==> src/rtl/pc_fetch_ctrl.sv <==
// Fetch-side PC owner: one-outstanding instruction-memory reads, sequential/redirect PC update,
// and IF/ID delivery with a single-entry buffer that absorbs decode stalls.
module pc_fetch_ctrl #(
    parameter logic [31:0] RESET_PC = 32'h0000_0000,
    parameter int unsigned PC_STEP  = 4
) (
    input  logic        clk,
    input  logic        rst,
    input  logic        StallF,
    input  logic        PCSrcE,
    input  logic [31:0] PCTargetE,
    output logic        imem_req_o,
    output logic [31:0] imem_addr_o,
    input  logic        imem_gnt_i,
    input  logic        imem_rvalid_i,
    input  logic [31:0] imem_rdata_i,
    output logic [31:0] InstrD,
    output logic [31:0] PCD,
    output logic [31:0] PCPlus4D,
    output logic        ValidD
);

    localparam int unsigned    XLEN = 32;
    localparam logic [XLEN-1:0] NOP  = 32'h0000_0013;
    localparam logic [XLEN-1:0] STEP = XLEN'(PC_STEP);

    typedef enum logic [1:0] {START, REQ, WAIT, HOLD} state_t;

    state_t          state_q, state_n;
    logic [XLEN-1:0] pc_q, pc_n;
    logic [XLEN-1:0] pc_req_q, pc_req_n;
    logic [XLEN-1:0] buf_q, buf_n;
    logic            kill_q, kill_n;
    logic            req_q;
    logic            deliver_c;
    logic [XLEN-1:0] deliver_instr_c;
    logic [XLEN-1:0] target_c;
    logic            unused_c;

    // Redirect targets are always word aligned; the low bits are dropped.
    assign target_c    = {PCTargetE[31:2], 2'b00};
    assign unused_c    = ^PCTargetE[1:0];
    assign imem_req_o  = req_q;
    assign imem_addr_o = pc_q;

    // Next-state, PC and delivery selection.
    always_comb begin
        state_n         = state_q;
        pc_n            = pc_q;
        pc_req_n        = pc_req_q;
        buf_n           = buf_q;
        kill_n          = kill_q;
        deliver_c       = 1'b0;
        deliver_instr_c = buf_q;
        unique case (state_q)
            START: begin
                state_n = REQ;
                if (PCSrcE) pc_n = target_c;
            end
            REQ: begin
                if (imem_gnt_i) begin
                    pc_req_n = pc_q;
                    state_n  = WAIT;
                    if (PCSrcE) begin
                        pc_n   = target_c;
                        kill_n = 1'b1;
                    end else begin
                        pc_n = pc_q + STEP;
                    end
                end else if (PCSrcE) begin
                    pc_n = target_c;
                end
            end
            WAIT: begin
                if (imem_rvalid_i) begin
                    state_n = REQ;
                    kill_n  = 1'b0;
                    if (PCSrcE) begin
                        pc_n = target_c;
                    end else if (!kill_q) begin
                        if (StallF) begin
                            buf_n   = imem_rdata_i;
                            state_n = HOLD;
                        end else begin
                            deliver_c       = 1'b1;
                            deliver_instr_c = imem_rdata_i;
                        end
                    end
                end else if (PCSrcE) begin
                    pc_n   = target_c;
                    kill_n = 1'b1;
                end
            end
            HOLD: begin
                if (PCSrcE) begin
                    pc_n    = target_c;
                    state_n = REQ;
                end else if (!StallF) begin
                    deliver_c       = 1'b1;
                    deliver_instr_c = buf_q;
                    state_n         = REQ;
                end
            end
            default: state_n = START;
        endcase
    end

    // State, request and IF/ID registers; a flush beats a stall.
    always_ff @(posedge clk or negedge rst) begin
        if (!rst) begin
            state_q  <= START;
            pc_q     <= RESET_PC;
            pc_req_q <= RESET_PC;
            buf_q    <= NOP;
            kill_q   <= 1'b0;
            req_q    <= 1'b0;
            InstrD   <= NOP;
            PCD      <= RESET_PC;
            PCPlus4D <= RESET_PC + STEP;
            ValidD   <= 1'b0;
        end else begin
            state_q  <= state_n;
            pc_q     <= pc_n;
            pc_req_q <= pc_req_n;
            buf_q    <= buf_n;
            kill_q   <= kill_n;
            req_q    <= (state_n == REQ);
            if (PCSrcE) begin
                ValidD <= 1'b0;
            end else if (!StallF) begin
                ValidD <= deliver_c;
                if (deliver_c) begin
                    InstrD   <= deliver_instr_c;
                    PCD      <= pc_req_q;
                    PCPlus4D <= pc_req_q + STEP;
                end
            end
        end
    end

endmodule

==> config.mk <==
export PLATFORM = sky130hd
export DESIGN_NAME = pc_fetch_ctrl
export DESIGN_NICKNAME = d
export VERILOG_FILES = /design/src/rtl/pc_fetch_ctrl.sv
export SDC_FILE = /design/constraint.sdc
export NUM_CORES = 1
export LEC_CHECK = 0
export CAP_MARGIN = 20
export CORE_MARGIN = 3
export CORE_UTILIZATION = 54
export CTS_BUF_LIST = sky130_fd_sc_hd__clkbuf_16
export DETAILED_ROUTE_END_ITERATION = 16
export PLACE_DENSITY = 0.95
export RECOVER_POWER = 50
export SLEW_MARGIN = 30
export SYNTH_ARGS = -nofsm -noshare
export SYNTH_HDL_FRONTEND = slang
export SYNTH_SLANG_ARGS = --single-unit
==> constraint.sdc <==
create_clock -name clk -period 3.2 [get_ports clk]
set_input_delay 0.8 -clock clk [delete_from_list [all_inputs] [get_ports clk]]
set_output_delay 0.8 -clock clk [all_outputs]
set_load 0.05 [all_outputs]
==> impl_metrics.toml <==
[setup_path]
crit-reg2reg-capture = "InstrD[31]$_DFFE_PN0P_"
path_length_in_cells_of_the_critical_path = 5
max_stage_delay_ns = 1.28
rrSetupSlack_ns = 1.03
critPathMaxFanout = 46
reg2reg_from = "state_q[1]$_DFF_PN0_"
critPathArrivalTime_ns = 3.00
critPathTopFamily = "buffers and inverters"
setup.worst_path.start = "PCSrcE"
worstPathRequired_ns = 3.47
crit_type = "in -> reg"
endpoint = "imem_addr_o[21]$_DFF_PN0_"
critical_path.startpoint_type = "input pin"
worstSetupEndpointType = "flip-flop"
cp_buf_inv_count = 2
cp_cell_sequence = "buf_2, clkbuf_1, mux2_2, a21oi_1, a31oi_1"
worstRegToRegCells = 5
timing.critical_path.slowest_stage_cell = "clkbuf_1"

[yosys]
synth_simple_gate_area_share_pct = 14.9
synth.mux.area_fraction_pct = 13.8
synth.cell_area_um2 = 8640
synth_nets = 876
synth_xor_area_share_pct = 4.97
post_synth_fa_ha_maj_area_fraction_pct = 0.290
postSynthCellCount = 804
yosysWarnings = 0
synth-compound-area-share_pct = 6.56
yosysUniqueCellTypes = 39
synth_top_family_by_area = "simple AND/OR/NAND/NOR gates"
share_of_the_yosys_chip_area_belonging_to_registers_pct = 56.6
synthesized_area_divided_by_synthesized_cell_count_um2 = 10.7
synth.ff_latch_count = 195

[grt]
grt_antenna_before_repair = 0
gr-total-overflow = 0
grt_first_pass_wirelength_um = 33000
first_global_vias = 6333
groute.usage.overall_pct = 23.3
grt_start_max_net_pins = 87

[sta]
final.min_clock_period_ns = 2.73
timing.fmax_mhz = 366
worst_clock_skew_ns = 0.00737
final.setup.worst_slack_ns = 0.469
final_max_slew_viol_count = 133
unrepaired_setup_endpoints_after_global_routing = "no"
timing.final.setup_violations = 0
totalNegativeSetupSlack_ns = 0
hold_viol = 0
tightest_slew_ns = 2.13
period_utilization_post_route_pct = 85.4
max-slew-margin-rel_pct = -42.0

[drt]
drtPass1Iterations = 7
initial_drc_count = 479
routed_wl_um = 20400
wl_per_cell_um = 16.8
postRouteAntennaNets = 0
post-route-drc-count = 0
route.detailed.vias_per_inst = 5.39
num_vias = 6525

[die]
effective_utilization_at_floorplan_pct = 56.0
die_h_um = 132
boundaryPins = 200
dieArea_um2 = 17600
core.rowCount = 45
design.core.area_um2 = 15400
floorplan.die.width_um = 132

[power]
pwr-share-clk_pct = 18.0
power_report.internal_total_mw = 6.13
ir_worst_vdd_v = 0.000485
comb_power_share_pct = 43.6
p_sw_mw = 4.52
pwr_density_cell_nw_per_um2 = 943
power_switching_share_pct = 42.4
p_seq_share_pct = 38.4
finalPower_mw = 10.7
power_leakage_nw = 4.90

[hold_path]
timing.hold.worst.start = "PCPlus4D[20]$_DFFE_PN0P_"
hold_class = "reg -> reg"

[finish]
final_net_count = 1059
post_route_cells_drive_above_1_share_pct = 11.4
number_of_antenna_cells_inserted = 0
instances_no_fill = 1211
final_common_cell = "clkdlybuf4s50_1"
layout.cells.most_common_list = "193 x clkdlybuf4s50_1, 188 x dfrtp_1, 188 x nand2_1, 96 x o21ai_0, 44 x mux2_2"
area_growth_pct = 30.8

[clock_tree]
post_cts_resized = 0
cts.htree.levels = 4
cts-buffers-inserted = 17
clock_tree.buffer_depth = 2
cts_hold_buf = 0
cts_tree = "built"
worstSkewPairLatency_ns = 0.42
post_cts.repair.setup_buffers = 0
clk_pin_slew_ns = 0.06
clock_sinks = 195
library_cell_used_as_clock_root_buffer = "clkbuf_16"

[place]
place_inst = 1179
place_worst_setup_slack_ns = 0.248
place.gp.congestion = 0.835
dpl.hpwl_um = 15000
placement.io_buffers = 197

[job]
drv_cap = 2

[status]
failed_checks = "capacitance limit, slew limit"
outcome = "finished with violations"
-- state kept, by name, summed over array words and instances (netlist names) --
signal and count:
InstrD 32, PCD 32, buf_q 32, imem_addr_o 32
pc_req_q 32, PCPlus4D 30, state_q 2, ValidD 1
imem_req_o 1, kill_q 1
-- synthesized netlist by cell type --
cell	number	area [um^2]
a211oi_1	1	7.51
a21o_1	1	7.51
a21oi_1	9	45.0
a31oi_1	3	18.8
and2_1	2	12.5
and3_1	7	43.8
and3b_1	1	8.76
and4_1	6	52.6
and4bb_1	1	12.5
buf_1	4	15.0
buf_2	6	30.0
buf_4	3	22.5
buf_6	3	33.8
clkbuf_1	32	120
dfrtp_1	188	4700
dfstp_2	7	184
ha_1	2	25.0
inv_1	9	33.8
mux2_2	44	495
mux2_4	19	285
mux2i_1	41	410
nand2_1	188	706
nand2b_1	1	6.26
nand3_1	17	85.1
nand3b_1	2	15.0
nand4_1	10	62.6
nor2_1	15	56.3
nor2b_1	4	25.0
nor3_1	15	75.1
nor4_1	8	50.1
nor4_4	1	21.3
nor4b_1	1	8.76
o21a_1	1	7.51
o21ai_0	95	475
o21ai_1	1	5.00
or2_2	3	18.8
or3_1	4	25.0
xnor2_1	41	359
xor2_1	8	70.1
-- cell type report --
class | instances | area [um^2]
Clock buffer | 17 | 425
Clock inverter | 15 | 105
Fill cell | 1080 | 4130
Inverter | 9 | 33.8
Multi-Input combinational cell | 552 | 3500
Sequential cell | 195 | 4890
Tap cell | 211 | 264
Timing Repair Buffer | 212 | 2080
-- stage by stage --
| stage | cell area, um^2 | util, % | hold WS, ns |
|---|---|---|---|
| 2_1_floorplan | 8640 | - | 0.442 |
| 5_1_grt | 11300 | 73.2 | 0.498 |
| 3_3_place_gp | 10800 | 70.0 | 0.458 |
| 3_5_place_dp | 10800 | 70.0 | 0.469 |
| 4_1_cts | 11300 | 73.4 | 0.450 |
| 6_report | 11300 | 73.2 | 0.476 |
-- cells by family after synthesis --
family | after synthesis
multiplexers | 104
flip-flops | 195
AND/OR/NAND/NOR | 286
AO/OA/AOI/OAI | 111
XOR/XNOR | 49
adder cells (fa/ha/maj) | 2
buffers and inverters | 57
-- worst register-to-register path, delay by kind of cell (launching register included) --
family | cells | cell delay, ns
DFF | 1 | 0.45
and+or+nand+nor | 2 | 0.61
AOI/OAI and AO/OA | 2 | 0.43
buffers and inverters | 1 | 0.53
-- worst min path at each step --
| stage | to | slack (ns) | cells past startpoint |
|---|---|---|---|
| final | PCPlus4D[20]$_DFFE_PN0P_ | 0.48 | 2 |
| after global routing | PCPlus4D[6]$_DFFE_PN0P_ | 0.50 | 2 |
| after CTS | InstrD[17]$_DFFE_PN0P_ | 0.45 | 1 |
| after detailed placement | InstrD[27]$_DFFE_PN0P_ | 0.47 | 2 |
| after global placement | pc_req_q[0]$_DFFE_PN0P_ | 0.46 | 2 |
| after floorplan | pc_req_q[0]$_DFFE_PN0P_ | 0.44 | 2 |
-- layer usage --
layer | wire, um | up-vias | GRT usage [%]
li1 | - | 3097 | -
met5 | 0 | - | 0
met4 | 344 | 0 | 7.33
met1 | 9090 | 3148 | 32.0
met3 | 1170 | 28 | 4.94
met2 | 9780 | 252 | 37.4
-- power by group through the flow --
stage / clock network (mW) / logic, mW / registers [mW]
3_3_place_gp: 0 / 4.57 / 4.05
3_5_place_dp: 0 / 4.68 / 4.13
5_1_grt: 2.06 / 4.91 / 4.21
6_report: 1.92 / 4.64 / 4.09
4_1_cts: 1.95 / 4.70 / 4.09
2_1_floorplan: 0 / 1.37 / 5.71
Note: power is estimated with default switching activity, not from simulation.
